===== src/rtl/pipe_skid_reg_pkg.sv =====
// Shared pipeline-register definitions.
//
// Holds the occupancy-state encoding used by every skid-buffered pipeline
// register (IF/ID, ID/EX, EX/MEM). The numeric value of each state is the
// number of entries the stage holds, so occupancy is a direct decode.
package pipe_skid_reg_pkg;

    typedef enum logic [1:0] {
        ST_EMPTY = 2'd0,   // no entry held
        ST_FULL  = 2'd1,   // main entry only
        ST_SKID  = 2'd2    // main and skid entries
    } skid_state_t;

    // Number of entries held in a given state.
    function automatic logic [1:0] state_count(input skid_state_t s);
        return 2'(s);
    endfunction

endpackage


===== src/rtl/pipe_skid_reg.sv =====
// Two-entry skid-buffered pipeline register with hold, flush and a
// saturating count of upstream-blocked cycles.
//
// Ports
//   clk        rising-edge clock
//   rst_n      asynchronous active-low reset
//   in_valid   upstream offers in_data
//   in_data    upstream payload (DATA_W)
//   in_ready   stage accepts in_data this cycle
//   out_valid  out_data is valid
//   out_data   downstream payload (DATA_W), always the main entry
//   out_ready  downstream accepts out_data
//   hold       hazard stall: freezes state and payloads, blocks both sides
//   flush      squash: empties the stage and loads FLUSH_VAL, beats hold
//   occupancy  number of held entries (0..2)
//   stall_cnt  saturating count of cycles with in_valid=1 and in_ready=0
//
// in_ready depends only on registered state, hold and flush, so there is
// no combinational path from out_ready back to upstream.
module pipe_skid_reg
    import pipe_skid_reg_pkg::*;
#(
    parameter int                 DATA_W    = 64,
    parameter logic [DATA_W-1:0]  FLUSH_VAL = '0,
    parameter int                 CNT_W     = 16
) (
    input  logic              clk,
    input  logic              rst_n,
    input  logic              in_valid,
    input  logic [DATA_W-1:0] in_data,
    output logic              in_ready,
    output logic              out_valid,
    output logic [DATA_W-1:0] out_data,
    input  logic              out_ready,
    input  logic              hold,
    input  logic              flush,
    output logic [1:0]        occupancy,
    output logic [CNT_W-1:0]  stall_cnt
);

    skid_state_t       state, state_next;
    logic [DATA_W-1:0] main_q, main_next;
    logic [DATA_W-1:0] skid_q, skid_next;
    logic [CNT_W-1:0]  stall_cnt_q;
    logic              in_fire, out_fire;

    assign in_ready  = (state != ST_SKID) && !hold && !flush;
    assign out_valid = (state != ST_EMPTY) && !hold;
    assign out_data  = main_q;
    assign occupancy = state_count(state);
    assign stall_cnt = stall_cnt_q;

    // hold forces both ready and valid low, so neither fire can happen
    // while stalled and the case below naturally leaves everything as-is.
    assign in_fire  = in_valid && in_ready;
    assign out_fire = out_valid && out_ready;

    always_ff @(posedge clk or negedge rst_n) begin
        if (!rst_n) begin
            state  <= ST_EMPTY;
            main_q <= FLUSH_VAL;
            skid_q <= FLUSH_VAL;
        end else begin
            state  <= state_next;
            main_q <= main_next;
            skid_q <= skid_next;
        end
    end

    always_comb begin
        state_next = state;
        main_next  = main_q;
        skid_next  = skid_q;
        if (flush) begin
            state_next = ST_EMPTY;
            main_next  = FLUSH_VAL;
            skid_next  = FLUSH_VAL;
        end else begin
            case (state)
                ST_EMPTY: begin
                    if (in_fire) begin
                        state_next = ST_FULL;
                        main_next  = in_data;
                    end
                end
                ST_FULL: begin
                    if (in_fire && out_fire) begin
                        main_next = in_data;
                    end else if (out_fire) begin
                        // main keeps the delivered value; it is simply no longer valid
                        state_next = ST_EMPTY;
                    end else if (in_fire) begin
                        state_next = ST_SKID;
                        skid_next  = in_data;
                    end
                end
                ST_SKID: begin
                    if (out_fire) begin
                        state_next = ST_FULL;
                        main_next  = skid_q;
                    end
                end
                default: begin
                    state_next = ST_EMPTY;
                end
            endcase
        end
    end

    // Counts every cycle upstream is blocked, including hold and flush cycles.
    always_ff @(posedge clk or negedge rst_n) begin
        if (!rst_n) begin
            stall_cnt_q <= '0;
        end else if (in_valid && !in_ready && (stall_cnt_q != {CNT_W{1'b1}})) begin
            stall_cnt_q <= stall_cnt_q + CNT_W'(1);
        end
    end

endmodule


===== config.mk =====
export PLATFORM = sky130hd
export DESIGN_NAME = pipe_skid_reg
export DESIGN_NICKNAME = d
export VERILOG_FILES = /design/src/rtl/pipe_skid_reg_pkg.sv /design/src/rtl/pipe_skid_reg.sv
export SDC_FILE = /design/constraint.sdc
export NUM_CORES = 1
export LEC_CHECK = 0
export ABC_AREA = 1
export CAP_MARGIN = 0
export CORE_MARGIN = 2
export CORE_UTILIZATION = 51
export CTS_CLUSTER_SIZE = 25
export DETAILED_ROUTE_END_ITERATION = 8
export GPL_TIMING_DRIVEN = 0
export MAX_ROUTING_LAYER = met4
export PLACE_DENSITY = 0.86
export SLEW_MARGIN = 10
export SYNTH_ARGS = -nofsm -noshare
export SYNTH_HDL_FRONTEND = slang
export SYNTH_SLANG_ARGS = --single-unit
export TNS_END_PERCENT = 100

===== constraint.sdc =====
create_clock -name clk -period 2.3 [get_ports clk]
set_clock_uncertainty 0.15 [all_clocks]
set_input_delay 0.46 -clock clk [delete_from_list [all_inputs] [get_ports clk]]
set_output_delay 0.46 -clock clk [all_outputs]
set_load 0.02 [all_outputs]

==> metrics.md <==
| Metric | Value |
|---|---|
| Post-CTS Setup Bufs | 0 |
| Fmax | around 0.45 GHz |
| GRT Util Overall | 27.07% |
| First-pass GRT wire length | ~31000 um |
| Routed len/inst | about 15 um |
| Fill count | about 1100 |
| Fin. max-slew vios | 0 |
| Slew Limit Headroom | roughly three fifths |
| Die W | roughly 120 um |
| Congestion Overflow GR | 0 |
| Startpoint types | input pin |
| Slew of the pin with the lowest slew margin | 573.9 ps |
| CP cell instances | clkdlybuf4s50_1, nor2_2, nand2_1, inv_2, clkdlybuf4s15_1 |
| Critical path required time | approximately 1700 ps |
| Leak Pwr | around 4.8 nW |
| Reg-to-Reg End | stall_cnt[4] |
| YS warnings | 0 |
| R2r worst-path depth | 9 |
| Root Driver | clkbuf_16 |
| Detailed Route WL | 18970 um |
| Final Setup Violations | 0 |
| CP bufs+invs | 3 |
| CP max stage delay | around 500 ps |
| RD Place Congestion | ~0.87 |
| Max cap viols | 0 |
| Tcrit/Tclk final | 96.20% |
| Detailed-placement wirelength estimate | around 13000 um |
| Num CTS Buffers | 17 |
| CP Capture Point | in_ready |
| Final hold vios | 0 |
| Routed vias/inst | about 5.4 |
| Final instance area | a little under 10000 um^2 |
| Crit Path Category | in2out |
| Unrepaired setup endpoints after global routing | false |
| Synth cell types | 29 |
| Initial Util | roughly 52% |
| DR iter-0 viols | 688 |
| Commonest non-fill, non-tap cell in the layout | nand2_1 |
| # IOs | between 150 and 200 |
| Pin count of the biggest net entering global routing | 75 |
| DRC | 0 |
| Seq. cell area | 3655 um^2 |
| # rows | between 40 and 50 |
| Area Overhead vs Synth | 34.39% |
| Slowest CP cell | clkdlybuf4s50_1 |
| Avg Synthesized Cell Area | 8.242 um^2 |
| Iteration count of the initial detailed-routing pass | 6 |
| Status | completed |
| Area of the multi-input gates | 2810 um^2 |
| Chip Height | 122.9 um |
| Worst-path maximum fanout | 3 |
| Die area | approximately 15000 um^2 |
| Share of cells above drive strength 1 | 8.851% |
| Area post-placement | ~9000 um^2 |
| Reg-to-reg startpoint | stall_cnt[0] |
| CP top delay family | buffers and inverters |
| Vias | ~6700 |
| Sequential-to-total area share from yosys stat | 50.66% |
| Yosys reg bits | between 100 and 150 |
| R2R setup slack | around 250 ps |
| CTS Sinks | 146 |
| Clk pin slew, worst setup/hold paths | around 60 ps |
| Hold Path Class | reg2reg |
| Synth Instances | a little under 900 |
| Initial antenna violation count | 0 |
| Diodes inserted | 0 |
| Syn nets | ~950 |
| Most used cells in the layout excluding fill and tap cells | nand2_1 (205), clkdlybuf4s50_1 (149), dfrtp_1 (145) |
| Worst setup startpoint | hold |
| Min cycle time layout | between 2000 and 2500 ps |
| Maximum clock insertion buffer count | 2 |
| Power per Cell Area | slightly below 900 nW/um^2 |
| NumNets Final | approximately 1100 |
| Later-pin clock latency in the skew report | roughly 430 ps |
| Final ANT Viol Nets | 0 |
| TritonCTS clock tree | built |
| Core Area | ~14000 um^2 |
| Vias in the first global route | between 6000 and 7000 |
| Worst path depth | 5 |
| Crit path DAT | about 1600 ps |
| # port buffers | between 150 and 200 |
| Total power | between 0.008 and 0.009 W |
| Netlist Area Pre-Place | roughly 7200 um^2 |
| Worst ir drop on vdd | between 500 and 600 uV |
| Worst Setup End Kind | output pin |
| H-tree Lvls | 4 |
[where the power goes]
part	internal [W]	switching [W]
combinational	0.000963	0.00121
clock	0.00210	0.00107
sequential	0.00290	0.000229
total	0.00596	0.00250
[timing repair]
action | CTS | global route
gates resized for setup | 4 | 1
setup endpoints to repair | 2 | 1
endpoints found under the hold margin | 72 | 0
hold buffers | 1 | 0
cloned | 0 | 0
[how the worst min path moves through the flow]
| stage | slack, ps | startpoint | cells after the start | endpoint |
|---|---|---|---|---|
| final | 320 | out_data[31] | 2 | out_data[31] |
| after CTS | 320 | out_data[31] | 2 | out_data[31] |
| after global placement | 300 | out_data[8] | 2 | out_data[8] |
| after detailed placement | 300 | rst_n | 1 | stall_cnt[10] |
| after global routing | 350 | out_data[15] | 2 | out_data[15] |
| after floorplan | 10 | rst_n | 0 | occupancy[0] |
[cell type report]
| class | instances | area share (%) |
|---|---|---|
| well taps | 180 | 2.324 |
| inverters | 82 | 3.202 |
| flip-flops and latches | 146 | 37.71 |
| multi-input cells | 583 | 29.00 |
| plain buffers | 64 | 4.518 |
| clock buffers | 24 | 5.280 |
| clock inverters | 8 | 1.756 |
| repair buffers | 155 | 16.21 |
[layer usage]
| layer | part of all wire [%] | global-route usage, % | up-vias |
|---|---|---|---|
| met5 | 0 | - | - |
| met1 | 44 | 35.15 | 3149 |
| met3 | 5.5 | 5.028 | 54 |
| li1 | - | - | 3220 |
| met4 | 3.3 | 13.36 | 0 |
| met2 | 47 | 40.95 | 256 |
[metrics by stage]
step	hold WS, ps	setup WS, ps	setup TNS [ps]	util, %	cells
after detailed placement	304.2	-288.6	-9439	65.10	1209
after CTS	322.2	53.49	0	70.08	1242
after floorplan	14.41	440.2	0	-	875
final	316.7	87.32	0	70.09	1242
after global placement	304.8	-5151	-757200	64.86	1208
after global routing	346.3	15.97	0	70.09	1242
[cells by family (layout without fill, tap and decap cells)]
| group | after synthesis | count (layout) | synth area share (%) |
|---|---|---|---|
| AOI/OAI and AO/OA | 134 | 134 | 11.54 |
| xor gates and xnor gates | 10 | 10 | 1.215 |
| adders and majority gates | 1 | 1 | 0.1735 |
| buffers and inverters | 146 | 333 | 10.37 |
| DFF | 146 | 146 | 50.66 |
| and+or+nand+nor | 438 | 438 | 26.04 |
[worst register-to-register path, stage by stage (launching register included)]
cell and delay (ps):
dfrtp_1 450, ha_1 280, nand3_1 160, nor3_2 220, nand3_1 140, nand2_2 150
inv_2 70, buf_2 180, nand2_1 80, nand2_1 50
[cell usage after synthesis]
cell	number	share of area, %
inv_4	1	0.087
nand4_2	1	0.17
nand2_2	3	0.26
inv_2	4	0.21
nor3_2	1	0.14
buf_4	11	1.1
nand3_1	135	9.4
a31oi_1	1	0.087
ha_1	1	0.17
or2_2	1	0.087
dfrtp_1	146	51
buf_12	4	1.1
buf_6	9	1.4
xor2_1	3	0.36
clkbuf_2	5	0.35
buf_2	14	0.97
nand2_1	205	11
nand2_4	3	0.47
buf_1	1	0.052
o21ai_0	69	4.8
xnor2_1	7	0.85
a211oi_1	64	6.7
nor3_1	2	0.14
clkinv_1	1	0.052
inv_1	76	4.0
nand3_2	2	0.28
nor2_1	84	4.4
nor2_2	1	0.087
clkbuf_1	20	1.0
[flip-flops by register name, summed over array words and instances (netlist names)]
| signal | count |
|---|---|
| skid_q | 64 |
| stall_cnt | 16 |
| out_data | 64 |
| occupancy | 2 |
No activity file was read; power rests on OpenSTA's default activity.
